File: config.mk
export PLATFORM = sky130hd
export DESIGN_NAME = fb_write_arbiter_flat
export DESIGN_NICKNAME = d
export VERILOG_FILES = /design/src/rtl/fb_write_arbiter_if.sv /design/src/rtl/fb_write_arbiter.sv /design/src/flat_wrapper.sv
export SDC_FILE = /design/constraint.sdc
export NUM_CORES = 1
export LEC_CHECK = 0
export BUFFER_PORTS_ARGS = -buffer_cell sky130_fd_sc_hd__buf_2
export CAP_MARGIN = 20
export CORE_MARGIN = 10
export CORE_UTILIZATION = 48
export CTS_BUF_LIST = sky130_fd_sc_hd__clkbuf_8 sky130_fd_sc_hd__clkbuf_16
export CTS_CLUSTER_DIAMETER = 40
export CTS_CLUSTER_SIZE = 8
export DETAILED_ROUTE_END_ITERATION = 8
export PLACE_DENSITY_LB_ADDON = 0.12
export REMOVE_ABC_BUFFERS = 1
export SKIP_CTS_REPAIR_TIMING = 1
export SLEW_MARGIN = 20
export SYNTH_ARGS = -nofsm -noshare
export SYNTH_HDL_FRONTEND = slang
export SYNTH_SLANG_ARGS = --single-unit
File: constraint.sdc
create_clock -name clk -period 1.75 [get_ports clk]
set_input_delay 0 -clock clk [delete_from_list [all_inputs] [get_ports clk]]
set_output_delay 0 -clock clk [all_outputs]
set_load 0.1 [all_outputs]
File: src/rtl/fb_write_arbiter_if.sv
// Pixel-write bundle shared by the clear engine, line engine, arbiter and framebuffer.
// No storage; pure signal grouping.
// Requesters see acks; the framebuffer side has no backpressure.
interface fb_write_arbiter_if;
  logic       frame_start;

  logic       c_req;
  logic [9:0] c_x;
  logic [8:0] c_y;
  logic       c_color;
  logic       c_last;
  logic       c_ack;

  logic       l_req;
  logic [9:0] l_x;
  logic [8:0] l_y;
  logic       l_color;
  logic       l_last;
  logic       l_ack;

  logic [9:0] x;
  logic [8:0] y;
  logic       pixel_color;
  logic       pixel_write;
  logic       busy;
  logic [1:0] owner;
  logic       abort;

  modport slave (
    input  frame_start,
    input  c_req, c_x, c_y, c_color, c_last,
    input  l_req, l_x, l_y, l_color, l_last,
    output c_ack, l_ack,
    output x, y, pixel_color, pixel_write, busy, owner, abort
  );

  modport master (
    output frame_start,
    output c_req, c_x, c_y, c_color, c_last,
    output l_req, l_x, l_y, l_color, l_last,
    input  c_ack, l_ack,
    input  x, y, pixel_color, pixel_write, busy, owner, abort
  );
endinterface

File: src/rtl/fb_write_arbiter.sv
// Burst-locked round-robin arbiter for the framebuffer pixel-write port (clear vs line engine).
// Latency: accepted pixel appears on x/y/pixel_color with pixel_write one cycle later.
// Backpressure: the non-owner's ack is held low; owner may stall (req low) until the timeout revokes it.
module fb_write_arbiter #(
  parameter bit SYNC_TO_FRAME = 1'b0,
  parameter int TIMEOUT       = 1024
) (
  input logic               clk,
  input logic               reset,
  fb_write_arbiter_if.slave bus
);

  // Counter only ever needs to reach TIMEOUT-1; keep at least one bit so TIMEOUT of 0..2 still elaborates.
  localparam int              CW      = (TIMEOUT > 2) ? $clog2(TIMEOUT) : 1;
  localparam logic [CW-1:0]   CNT_MAX = (TIMEOUT > 0) ? CW'(TIMEOUT - 1) : '0;

  typedef enum logic [1:0] {IDLE, WAIT_FRAME, GRANT_C, GRANT_L} state_t;

  state_t        r_state;
  state_t        w_next;
  logic          r_sel_l;    // selection latched while waiting for frame_start (1 = L)
  logic          r_last_l;   // previous owner (1 = L); the other side wins a tie
  logic [CW-1:0] r_cnt;
  logic          r_abort;
  logic [9:0]    r_x;
  logic [8:0]    r_y;
  logic          r_color;
  logic          r_write;

  logic w_any;
  logic w_sel_l;
  logic w_granted;
  logic w_c_xfer;
  logic w_l_xfer;
  logic w_xfer;
  logic w_xlast;
  logic w_timeout;
  logic w_done;

  assign w_any     = bus.c_req | bus.l_req;
  assign w_sel_l   = bus.l_req & (~bus.c_req | ~r_last_l);
  assign w_granted = (r_state == GRANT_C) | (r_state == GRANT_L);
  assign w_c_xfer  = (r_state == GRANT_C) & bus.c_req;
  assign w_l_xfer  = (r_state == GRANT_L) & bus.l_req;
  assign w_xfer    = w_c_xfer | w_l_xfer;
  assign w_xlast   = (w_c_xfer & bus.c_last) | (w_l_xfer & bus.l_last);
  assign w_timeout = (TIMEOUT != 0) && w_granted && !w_xfer && (r_cnt == CNT_MAX);
  assign w_done    = w_xlast | w_timeout;

  // State register.
  always_ff @(posedge clk or posedge reset) begin
    if (reset) r_state <= IDLE;
    else       r_state <= w_next;
  end

  // Next-state plus acks/owner/busy decoded from the current state.
  always_comb begin
    w_next    = r_state;
    bus.c_ack = 1'b0;
    bus.l_ack = 1'b0;
    bus.owner = 2'b00;
    bus.busy  = (r_state != IDLE);
    case (r_state)
      IDLE: begin
        if (w_any) begin
          if (SYNC_TO_FRAME) w_next = WAIT_FRAME;
          else               w_next = w_sel_l ? GRANT_L : GRANT_C;
        end
      end
      WAIT_FRAME: begin
        // Selection is committed; a dropped req here does not cancel it.
        if (bus.frame_start) w_next = r_sel_l ? GRANT_L : GRANT_C;
      end
      GRANT_C: begin
        bus.c_ack = bus.c_req;
        bus.owner = 2'b01;
        if (w_done) w_next = IDLE;
      end
      GRANT_L: begin
        bus.l_ack = bus.l_req;
        bus.owner = 2'b10;
        if (w_done) w_next = IDLE;
      end
      default: w_next = IDLE;
    endcase
  end

  // Round-robin history, pending selection and the stall timeout counter.
  always_ff @(posedge clk or posedge reset) begin
    if (reset) begin
      r_sel_l  <= 1'b0;
      r_last_l <= 1'b1;
      r_cnt    <= '0;
    end else begin
      if ((r_state == IDLE) && w_any) r_sel_l <= w_sel_l;
      if (w_done) r_last_l <= (r_state == GRANT_L);
      if (w_granted && !w_xfer && !w_timeout) r_cnt <= r_cnt + CW'(1);
      else                                    r_cnt <= '0;
    end
  end

  // One-cycle abort pulse coinciding with the return to IDLE.
  always_ff @(posedge clk or posedge reset) begin
    if (reset) r_abort <= 1'b0;
    else       r_abort <= w_timeout;
  end

  // Registered pixel towards the framebuffer; coordinates hold when no transfer occurs.
  always_ff @(posedge clk or posedge reset) begin
    if (reset) begin
      r_x     <= '0;
      r_y     <= '0;
      r_color <= 1'b0;
      r_write <= 1'b0;
    end else if (w_c_xfer) begin
      r_x     <= bus.c_x;
      r_y     <= bus.c_y;
      r_color <= bus.c_color;
      r_write <= 1'b1;
    end else if (w_l_xfer) begin
      r_x     <= bus.l_x;
      r_y     <= bus.l_y;
      r_color <= bus.l_color;
      r_write <= 1'b1;
    end else begin
      r_write <= 1'b0;
    end
  end

  assign bus.x           = r_x;
  assign bus.y           = r_y;
  assign bus.pixel_color = r_color;
  assign bus.pixel_write = r_write;
  assign bus.abort       = r_abort;

endmodule

File: src/flat_wrapper.sv
// flat-port wrapper written by rule: the top's interface ports become plain ports
module fb_write_arbiter_flat 
#(
  parameter bit SYNC_TO_FRAME = 1'b0,
  parameter int TIMEOUT       = 1024
)
  (clk, reset, bus_frame_start, bus_c_req, bus_c_x, bus_c_y, bus_c_color, bus_c_last, bus_l_req, bus_l_x, bus_l_y, bus_l_color, bus_l_last, bus_c_ack, bus_l_ack, bus_x, bus_y, bus_pixel_color, bus_pixel_write, bus_busy, bus_owner, bus_abort);
  fb_write_arbiter_if bus_i ();
  input logic clk;
  input logic reset;
  input wire logic [$bits(bus_i.frame_start)-1:0] bus_frame_start;
  input wire logic [$bits(bus_i.c_req)-1:0] bus_c_req;
  input wire logic [$bits(bus_i.c_x)-1:0] bus_c_x;
  input wire logic [$bits(bus_i.c_y)-1:0] bus_c_y;
  input wire logic [$bits(bus_i.c_color)-1:0] bus_c_color;
  input wire logic [$bits(bus_i.c_last)-1:0] bus_c_last;
  input wire logic [$bits(bus_i.l_req)-1:0] bus_l_req;
  input wire logic [$bits(bus_i.l_x)-1:0] bus_l_x;
  input wire logic [$bits(bus_i.l_y)-1:0] bus_l_y;
  input wire logic [$bits(bus_i.l_color)-1:0] bus_l_color;
  input wire logic [$bits(bus_i.l_last)-1:0] bus_l_last;
  output wire logic [$bits(bus_i.c_ack)-1:0] bus_c_ack;
  output wire logic [$bits(bus_i.l_ack)-1:0] bus_l_ack;
  output wire logic [$bits(bus_i.x)-1:0] bus_x;
  output wire logic [$bits(bus_i.y)-1:0] bus_y;
  output wire logic [$bits(bus_i.pixel_color)-1:0] bus_pixel_color;
  output wire logic [$bits(bus_i.pixel_write)-1:0] bus_pixel_write;
  output wire logic [$bits(bus_i.busy)-1:0] bus_busy;
  output wire logic [$bits(bus_i.owner)-1:0] bus_owner;
  output wire logic [$bits(bus_i.abort)-1:0] bus_abort;
  assign bus_i.frame_start = bus_frame_start;
  assign bus_i.c_req = bus_c_req;
  assign bus_i.c_x = bus_c_x;
  assign bus_i.c_y = bus_c_y;
  assign bus_i.c_color = bus_c_color;
  assign bus_i.c_last = bus_c_last;
  assign bus_i.l_req = bus_l_req;
  assign bus_i.l_x = bus_l_x;
  assign bus_i.l_y = bus_l_y;
  assign bus_i.l_color = bus_l_color;
  assign bus_i.l_last = bus_l_last;
  assign bus_c_ack = bus_i.c_ack;
  assign bus_l_ack = bus_i.l_ack;
  assign bus_x = bus_i.x;
  assign bus_y = bus_i.y;
  assign bus_pixel_color = bus_i.pixel_color;
  assign bus_pixel_write = bus_i.pixel_write;
  assign bus_busy = bus_i.busy;
  assign bus_owner = bus_i.owner;
  assign bus_abort = bus_i.abort;
  fb_write_arbiter #(.SYNC_TO_FRAME(SYNC_TO_FRAME), .TIMEOUT(TIMEOUT)) u_core (.clk(clk), .reset(reset), .bus(bus_i));
endmodule
==> run metrics <==
post-layout min period 1.54 ns; Total Wirelength 4750 µm; TritonRoute pass-1 iters 4; vias in the first global route 1596; Worst Setup Path Type reg2reg; pin count of the biggest net entering global routing 37; Post-synth top cells a21oi_1, dfrtp_1, mux2i_1; hold slack 0.00771 ns; type of the most critical hold path in2reg; #FFs+latches synth 36; worst r2r dst u_core.r_cnt[4]$_DFF_PP0_; Final Util 68.0%; full die area 6680 µm²; top-area cell type share of the netlist area 47.8%; clk sinks 36; Worst Reg2Reg Path Length in Cells 4; post-synthesis sequential area ratio 49.3%; Final GP Congestion 0.792; GRT Util Overall 13.9%; gr ovfl total 0; hold path start bus_c_y[7]; clk_skew 0.00337 ns; WL per Instance 15.6 µm; WHS Endpoint u_core.bus.y[7]$_DFFE_PP0P_; DR vias/cell 5.28; final hold vios 0; violation count after the first detailed-route iteration 91; Routed Antenna Nets 0; final setup fails 0; Clock Tree Root clkbuf_8; Top Ports 74; Critical Path Start Type register; top_reg_cell synth dfrtp_1; Critical Path End Type register; Max-Slew Margin vs Limit 67.6%; Die Wd 81.8 µm; average cell area after synthesis 10.4 µm²; DIE HEIGHT 81.8 µm; Gate Count Post-Synth 176; fin crit share 88.1%; Fmax achieved 649 MHz; Cell Rows 22; vias 1610; CP max FO 10; IO Port Bufs 73; htree depth 2; r2r setup slk 0.21 ns; unrepaired setup endpoints after global routing false; Syn Std Cell Area 1830 µm²; outcome finished clean; Post-synth EDFFs 0; Synth area leader dfrtp_1; initial antenna violation count 0; Residual DRC 0; Max-Cap Viols 0; Initial Util 50.0%; final-layout fill cell count 291; first-pass GRT wire length 7490 µm; CTS clk-pin slew, worst paths 0.07 ns; Ys Warns 0; hold path depth 3; Critical Path RT 1.90 ns; Worst-Skew Late Latency 0.29 ns; most common cell in the netlist a21oi_1; core area 3660 µm²; ys async rst share 100%; TritonCTS clock tree yes; CTS buffer count 5; post-DP HPWL 3600 µm; Worst-Margin Slew 0.482 ns; Arrival @ worst endpoint 1.69 ns; Synth area leaders dfrtp_1, mux2i_1, a21oi_1; area delta synth->final 36.0%; Yosys cell types 40; ratio of cells with drive above 1 in the final layout 37.4%; Nets 304; Slew Viols, Final 0; Reg-to-Reg Start u_core.r_cnt[0]$_DFF_PP0_; n_diodes 0; Clock Path Buffers 2
[cells by family (layout without fill, tap and decap cells)]
group                      Yosys count  count (layout)  synth area share [%]
AOI/OAI and AO/OA                   59              59                  19.2
and+or+nand+nor                     37              37                  13.5
adders and majority gates            1               1                 0.683
buffers and inverters               19             100                  4.37
xor gates and xnor gates             3               3                  1.44
DFF                                 36              36                  49.3
muxes                               21              21                  11.6
[registers in the layout (all words and copies together), names as in the netlist]
name / count
u_core.r_last_l: 1
u_core.bus.abort: 1
u_core.r_cnt: 10
u_core.r_sel_l: 1
u_core.bus.y: 9
u_core.r_state: 2
u_core.bus.x: 10
u_core.bus.pixel_write: 1
u_core.bus.pixel_color: 1
[how the worst max path moves through the flow]
stage | start | cells past startpoint | endpoint
after floorplan | u_core.r_state[1]$_DFFE_PP0P_ | 3 | u_core.bus.x[3]$_DFFE_PP0P_
after global placement | u_core.r_cnt[0]$_DFF_PP0_ | 4 | u_core.r_cnt[1]$_DFF_PP0_
after detailed placement | u_core.r_cnt[0]$_DFF_PP0_ | 4 | u_core.r_cnt[4]$_DFF_PP0_
after CTS | u_core.r_cnt[0]$_DFF_PP0_ | 4 | u_core.r_cnt[4]$_DFF_PP0_
after global routing | u_core.r_cnt[0]$_DFF_PP0_ | 4 | u_core.r_cnt[1]$_DFF_PP0_
final | u_core.r_cnt[0]$_DFF_PP0_ | 4 | u_core.r_cnt[4]$_DFF_PP0_
[per-stage QoR]
step                area, µm²  setup slack, ns  setup TNS, ns  cells
finish                   2490            0.209              0    305
detailed placement       2340            0.219              0    293
global route             2490           0.0913              0    305
global placement         2340            0.268              0    293
floorplan                1780           -0.818          -9.80    166
CTS                      2450            0.206              0    301
[critical path, cell delays in order, from the launching register on]
cell and delay (ns):
dfrtp_1 0.41, ha_1 0.25, nand3_4 0.16, nor4_4 0.47, nor3_1 0.11
[routing by layer]
metal  vias to the layer above  track usage (%)  part of all wire, %  wire [µm]
met3                         6             6.00                  9.0        429
met4                         0             4.08                  1.1         51
met5                         -                0                    0          0
li1                        805                -                    -          -
met1                       753             17.4                   41       1970
met2                        46             21.5                   48       2300
[cell usage in the layout, fill, tap and decap left out, types with 5 or more instances in the layout]
cell	netlist	layout
a21oi_1	39	39
buf_12	0	6
buf_2	7	68
buf_4	0	5
clkbuf_8	0	5
dfrtp_1	35	35
inv_1	8	9
mux2i_1	20	20
nand3_1	5	5
o21ai_0	6	6
[layout make-up]
class	instances	area [µm²]	share of cell area (%)
Clock buffer	5	68.8	2.76
Clock inverter	3	38.8	1.56
Inverter	9	33.8	1.36
Tap cell	48	60.1	2.41
Sequential cell	36	902	36.2
Multi-Input combinational cell	121	848	34.1
Timing Repair Buffer	83	538	21.6
Power is not shown: default switching activity piles up to over one toggle a cycle in this logic, so the estimate is an artifact.
